### config.mk
export PLATFORM = sky130hd
export DESIGN_NAME = uart_rx_ctrl
export DESIGN_NICKNAME = d
export VERILOG_FILES = /design/src/rtl/uart_rx_ctrl.sv
export SDC_FILE = /design/constraint.sdc
export NUM_CORES = 1
export LEC_CHECK = 0
export BUFFER_PORTS_ARGS = -buffer_cell sky130_fd_sc_hd__buf_2
export CAP_MARGIN = 40
export CORE_UTILIZATION = 35
export DETAILED_ROUTE_END_ITERATION = 16
export GPL_ROUTABILITY_DRIVEN = 0
export PLACE_DENSITY = 0.59
export SYNTH_ARGS = -nofsm -noshare
export SYNTH_HDL_FRONTEND = slang
export SYNTH_SLANG_ARGS = --single-unit
export TNS_END_PERCENT = 30
### constraint.sdc
create_clock -name clk -period 2 [get_ports clk]
set_input_delay 0.1 -clock clk [delete_from_list [all_inputs] [get_ports clk]]
set_output_delay 0.1 -clock clk [all_outputs]
set_load 0.05 [all_outputs]
### src/rtl/uart_rx_ctrl.sv
// UART receive control for the APB serial peripheral.
// Synchronises the RX line and qualifies the start bit at mid-bit.
// Strobes an external 9-bit shift register once per bit.
// Loads good frames into the RX buffer and flags framing/overrun errors.
module uart_rx_ctrl #(
  parameter int CLKS_PER_BIT = 10,
  parameter int NUM_BITS     = 9
) (
  input  logic       clk,
  input  logic       n_rst,
  input  logic       serial_in,
  input  logic [7:0] packet_data,
  input  logic       stop_bit,
  input  logic       data_read,
  output logic       shift_strobe,
  output logic [7:0] rx_data,
  output logic       data_ready,
  output logic       framing_error,
  output logic       overrun_error,
  output logic       busy
);

  localparam int HALF  = CLKS_PER_BIT / 2;
  localparam int CNT_W = $clog2(CLKS_PER_BIT);
  localparam int BIT_W = $clog2(NUM_BITS + 1);

  localparam logic [CNT_W-1:0] HALF_LAST = CNT_W'(HALF - 1);
  localparam logic [CNT_W-1:0] CNT_LAST  = CNT_W'(CLKS_PER_BIT - 1);
  localparam logic [CNT_W-1:0] CNT_PRE   = CNT_W'(CLKS_PER_BIT - 2);
  localparam logic [BIT_W-1:0] BIT_LAST  = BIT_W'(NUM_BITS - 1);

  localparam logic [1:0] IDLE  = 2'd0;
  localparam logic [1:0] START = 2'd1;
  localparam logic [1:0] RECV  = 2'd2;
  localparam logic [1:0] CHECK = 2'd3;

  logic [1:0]       state;
  logic [CNT_W-1:0] clk_cnt;
  logic [BIT_W-1:0] bit_cnt;
  logic             sync_meta;
  logic             sync_rx;
  logic             sync_prev;
  logic             fall_edge;

  // Two-flop synchroniser plus a history flop; all reset to the idle-high line level.
  always_ff @(posedge clk or negedge n_rst) begin
    if (!n_rst) begin
      sync_meta <= 1'b1;
      sync_rx   <= 1'b1;
      sync_prev <= 1'b1;
    end else begin
      sync_meta <= serial_in;
      sync_rx   <= sync_meta;
      sync_prev <= sync_rx;
    end
  end

  assign fall_edge = sync_prev & ~sync_rx;
  assign busy      = (state != IDLE);

  // Frame sequencing; the strobe is registered one cycle early so it lands on clk_cnt == CLKS_PER_BIT-1.
  always_ff @(posedge clk or negedge n_rst) begin
    if (!n_rst) begin
      state        <= IDLE;
      clk_cnt      <= '0;
      bit_cnt      <= '0;
      shift_strobe <= 1'b0;
    end else begin
      shift_strobe <= (state == RECV) && (clk_cnt == CNT_PRE);
      case (state)
        IDLE: begin
          if (fall_edge) begin
            state   <= START;
            clk_cnt <= '0;
          end
        end
        START: begin
          if (clk_cnt == HALF_LAST) begin
            clk_cnt <= '0;
            if (!sync_rx) begin
              state   <= RECV;
              bit_cnt <= '0;
            end else begin
              state <= IDLE;
            end
          end else begin
            clk_cnt <= clk_cnt + CNT_W'(1);
          end
        end
        RECV: begin
          if (clk_cnt == CNT_LAST) begin
            clk_cnt <= '0;
            bit_cnt <= bit_cnt + BIT_W'(1);
            if (bit_cnt == BIT_LAST) begin
              state <= CHECK;
            end
          end else begin
            clk_cnt <= clk_cnt + CNT_W'(1);
          end
        end
        CHECK: begin
          state <= IDLE;
        end
        default: begin
          state <= IDLE;
        end
      endcase
    end
  end

  // Receive buffer and status flags; a good-frame load takes priority over a same-cycle read.
  always_ff @(posedge clk or negedge n_rst) begin
    if (!n_rst) begin
      rx_data       <= 8'h00;
      data_ready    <= 1'b0;
      framing_error <= 1'b0;
      overrun_error <= 1'b0;
    end else if ((state == CHECK) && stop_bit) begin
      rx_data       <= packet_data;
      data_ready    <= 1'b1;
      framing_error <= 1'b0;
      overrun_error <= data_ready & ~data_read;
    end else if (state == CHECK) begin
      framing_error <= 1'b1;
      if (data_read) begin
        data_ready    <= 1'b0;
        overrun_error <= 1'b0;
      end
    end else if (data_read) begin
      data_ready    <= 1'b0;
      framing_error <= 1'b0;
      overrun_error <= 1'b0;
    end
  end

endmodule
# [Word level (Yosys, flattened, before mapping)]
# Cells that the tools add are included.
# Widths: inputs -> output; s select.
[word_totals] ff_bits=25 latchBits=0 ramBits=0 romBits=0 input_bits=13 out_inout_bits=13 wordCells=59 memories=0
[op_classes] n_addsub=2 mul=0 div=0 order_cmp=0 eq_ne=12 n_shift=0 n_mux=19 bitwise=4 n_reduce_logical=11
[op_table] operator="$mux 4" n=6
[op_table] operator="$eq 4x4->1 const B" n=3
[op_table] operator="$pmux 4 s3" n=1
[op_table] operator="$mux 2" n=5
[op_table] operator="$add 4x1->4 const B" n=2
[op_table] operator="$pmux 2 s4" n=1
[op_table] operator="$pmux 4 s2" n=1
[op_table] operator="$reduce_and 4->1" n=2
[op_table] operator="$ne 2x2->1 const B" n=3
[op_table] operator="$reduce_bool 2->1" n=3
[op_table] operator="$reduce_bool 3->1" n=2
[op_table] operator="$mux 1" n=5
[op_table] operator="$eq 2x2->1 const B" n=2
[op_table] operator="$eq 4x3->1 const B" n=1
[op_table] operator="$ne 2x1->1 const B" n=2
[op_table] operator="$and 1x1->1" n=2
[op_table] operator="$eq 2x1->1 const B" n=1
[op_table] operator="$logic_and 1x1->1" n=2
[op_table] operator="$logic_not 2->1" n=1
[op_table] operator="$not 1->1" n=2
[op_table] operator="$reduce_and 2->1" n=1

# [Depth between registers and ports, before layout]
[logic_depth] ltp_word=4 mapped_depth=7 mapped_depth_nobuf=6

# [Least setup slack after synthesis]
# Ideal clock, no wire load.
[synth_timing] path_type="reg-to-reg" from="reg state[0]" to="reg clk_cnt[2]" setup_ns=0.078 t_arrival_ns=1.658 required_ns=1.922 slack_ns=0.264 path_stages_with_launch=8 path_buffers=1 period_less_slack_ns=1.736 cell_sequence="dfrtp_1 > inv_1 > ha_1 > buf_6 > and4bb_1 > or3_4 > o31ai_2 > o2bb2ai_1"
[synth_via] elab_chain_cells=3 word_cells_on_any_way=7 classes_between="3 x eq/ne; 1 x mux; 3 x reduce/logical"
[synth_lines] element="from (decl)" line_no="37" text="logic [1:0] state;"
[synth_lines] element="from (signal assigned)" line_no="64" text="state <= IDLE;"
[synth_lines] element="from (signal assigned)" line_no="73" text="state <= START;"
[synth_lines] element="from (signal assigned)" line_no="81" text="state <= RECV;"
[synth_lines] element="$eq 2x2->1, or another cell as far along" line_no="70" text="case (state)"
[synth_lines] element="$reduce_bool 3->1 (no source line) or $ne 2x2->1 (tied branches)"
[synth_lines] element="$reduce_and 2->1 (no source line)"
[synth_lines] element="to (signal assigned)" line_no="87" text="clk_cnt <= clk_cnt + CNT_W'(1);"
[synth_lines] element="to (signal assigned)" line_no="98" text="clk_cnt <= clk_cnt + CNT_W'(1);"
[synth_lines] element="to (decl)" line_no="38" text="logic [CNT_W-1:0] clk_cnt;"
# Several ways; a longest one is shown, not always the timed one.
# A chain may end at the register's enable or synchronous reset.

==> impl_metrics.tcl <==
set metrics [dict create \
    status "finished clean" \
    setup_tns_ps 0 \
    p_seq_frac 0.358 \
    post-dp-hpwl_um 1581 \
    path_class "flop to flop" \
    reg2reg_to "clk_cnt[2]" \
    fin_nets 173 \
    critPathRequiredTime_ps 2260 \
    syn_inst 106 \
    finClkSkew_ps 1.286 \
    cp_slowest_cell "dfrtp_1" \
    p_sw_mw 0.9555 \
    min_path_type "input pin to async pin" \
    syn_area_um2 1245 \
    p_leak_nw 0.7553 \
    max_freq_mhz 546.0 \
    drive_gt1_frac 0.3378 \
    layout_commonest_cell "buf_2" \
    post_dp_cell_area_um2 1431 \
    rows 21 \
    port_buffers 25 \
    arrival_ps 2090 \
    synth_edf_count 0 \
    ys_ff_latch 25 \
    grt_max_degree 26 \
    hold_violations 0 \
    combPwrFrac 0.527 \
    antenna_cells 0 \
    synth_flop_cell "dfrtp_1" \
    min_period_ps 1832 \
    p_clk_frac 0.115 \
    antenna_found_initial 0 \
    finalCritPeriodShare 0.9158 \
    drv_cap 0 \
    drt-initial-drc-count 79 \
    synthesis.nets 130 \
    path_clk_slew_ps 140 \
    critPathMaxStageDelay_ps 440 \
    gr-total-overflow 0 \
    start_util 0.3702 \
    clock_sinks 25 \
    worstMarginPinSlew_ps 545.5 \
    r2r.worst_path.cells 6 \
    r2r_setup_slack_ps 170 \
    die_w_um 61.64 \
    clk_latency_ps 320 \
    fp.dieArea_um2 3799 \
    die_y_um 61.64 \
    cts-root-buf "clkbuf_4" \
    grt_use_total 0.1314 \
    setup_viol 0 \
    async_reset_ff_frac 1.000 \
    peakVddDrop_mv 0.7646 \
    routedWlPerCell_um 11.80 \
    p_int_mw 1.085 \
    end_kind "flop" \
    relSlewSlack 0.6363 \
    powerDensity_nw_per_um2 1286 \
    seq_area_frac_synth 0.5055 \
    area_delta_synth_final_pct 27.44 \
    grt_pass1_wl_um 3622 \
    avgSynthCellArea_um2 11.74 \
    drtPass1Iterations 3 \
    cts_max_path_buffers 2 \
    ff_latch_area_um2 629.4 \
    post-route-drc-count 0 \
    grt_pass1_vias 811 \
    path_cells "inv_1 -> ha_2 -> and4bb_4 -> or3_4 -> o31ai_2 -> o2bb2ai_1" \
    cts_max_level 1 \
    multi_input_area_um2 564.3 \
    critPathLaunchType "flop" \
    io_pins 26 \
    via_count 895 \
    p_sw_frac 0.4684 \
    slew_viol_final 0 \
    final_cell_mix "buf_2, dfrtp_1, inv_1, dlygate4sd3_1, ha_1" \
    fill_cells 336 \
    post_drt_via_cell_ratio 4.613 \
    cts_tree "done" \
    stdcell_area_um2 1587 \
    final_antenna_net_count 0 \
    cts_made_buffers 3 \
    wl_um 2290 \
    synth_cell_types 32 \
    crit_path_max_fanout 7 \
    yosys_warnings 0 \
    core_region_area_um2 3363 \
    rsz0062_at_grt "no" \
]
==> metrics by stage <==
stage / util / setup slack (ps) / hold slack, ps / power, mW / std cells
CTS: 0.4702 / 117.1 / 292.7 / 2.056 / 194
detailed placement: 0.4256 / 149.9 / 128.1 / 1.797 / 178
floorplan: - / 263.7 / -195.6 / 1.553 / 106
finish: 0.4717 / 168.4 / 310.3 / 2.040 / 194
global placement: 0.4256 / 213.4 / 118.2 / 1.782 / 178
global route: 0.4717 / 18.42 / 352.5 / 2.184 / 194
==> worst max path at each step <==
stage,to,slack [ps],cells after the start
2_1_floorplan,clk_cnt[2],260,7
3_3_place_gp,clk_cnt[2],210,6
3_5_place_dp,flop,150,6
4_1_cts,flop,120,6
5_1_grt,flop,20,6
6_report,clk_cnt[2],170,6
==> power by group through the flow <==
stage | Clock (mW) | Sequential (mW) | Combinational, mW
2_1_floorplan | 0 | 1.06 | 0.489
3_3_place_gp | 0 | 0.733 | 1.05
3_5_place_dp | 0 | 0.740 | 1.06
4_1_cts | 0.251 | 0.728 | 1.08
5_1_grt | 0.261 | 0.746 | 1.18
6_report | 0.235 | 0.729 | 1.08
==> synthesized netlist by cell type, types with 2 or more instances <==
| cell type | number | share of area |
|---|---|---|
| nand3_1 | 5 | 0.020 |
| dfstp_2 | 3 | 0.063 |
| nand4_1 | 2 | 0.010 |
| mux2_2 | 8 | 0.072 |
| nand2_1 | 7 | 0.021 |
| ha_1 | 11 | 0.11 |
| nand2b_1 | 3 | 0.015 |
| a21oi_1 | 2 | 0.0080 |
| inv_1 | 12 | 0.036 |
| mux2i_1 | 3 | 0.024 |
| a31oi_1 | 2 | 0.010 |
| o21ai_0 | 5 | 0.020 |
| dfrtp_1 | 22 | 0.44 |
| nor2_1 | 3 | 0.0090 |
==> registers in the layout, indices dropped and copies added (netlist names), named ones only <==
| register | flops |
|---|---|
| rx_data | 8 |
| bit_cnt | 4 |
| clk_cnt | 4 |
| data_ready | 1 |
| framing_error | 1 |
| overrun_error | 1 |
| shift_strobe | 1 |
| state | 1 |
| sync_meta | 1 |
| sync_prev | 1 |
| sync_rx | 1 |
==> area by class of cell <==
type	instances	area share
clock buffers	3	0.01420
clock inverters	1	0.004732
inverters	12	0.02839
multi-input cells	68	0.3557
flip-flops and latches	25	0.3967
well taps	46	0.03628
repair buffers	39	0.1640
==> repair_timing <==
action                                  4_1_cts  5_1_grt
hold buffers                                 12        0
resized for setup                             0        2
buffers inserted                              0        0
endpoints found under the setup margin        0        1
hold endpoints to repair                     34        0
==> worst max-delay path: cells and delay by family (launching register included) <==
kind	cells	cell delay [ps]
AOI/OAI and AO/OA	2	310
adders and majority gates	1	230
buffers and inverters	1	130
DFF	1	440
and+or+nand+nor	2	660
==> kinds of logic (layout without fill, tap and decap cells) <==
family | Yosys count | after routing | share of synthesized area
flip-flops | 25 | 25 | 0.5055
buffers and inverters | 13 | 55 | 0.04522
XOR/XNOR | 1 | 1 | 0.007036
AO/OA/AOI/OAI | 17 | 17 | 0.09649
AND/OR/NAND/NOR | 28 | 28 | 0.1387
multiplexers | 11 | 11 | 0.09649
adder cells (fa/ha/maj) | 11 | 11 | 0.1106
==> metal layers <==
layer	vias up	track usage	share of wire
li1	453	-	-
met1	435	0.1664	0.45
met2	5	0.2181	0.53
met3	2	0.02521	0.013
met4	0	0.05714	0.0087
met5	-	0	0
Note: power is estimated with default switching activity, not from simulation.
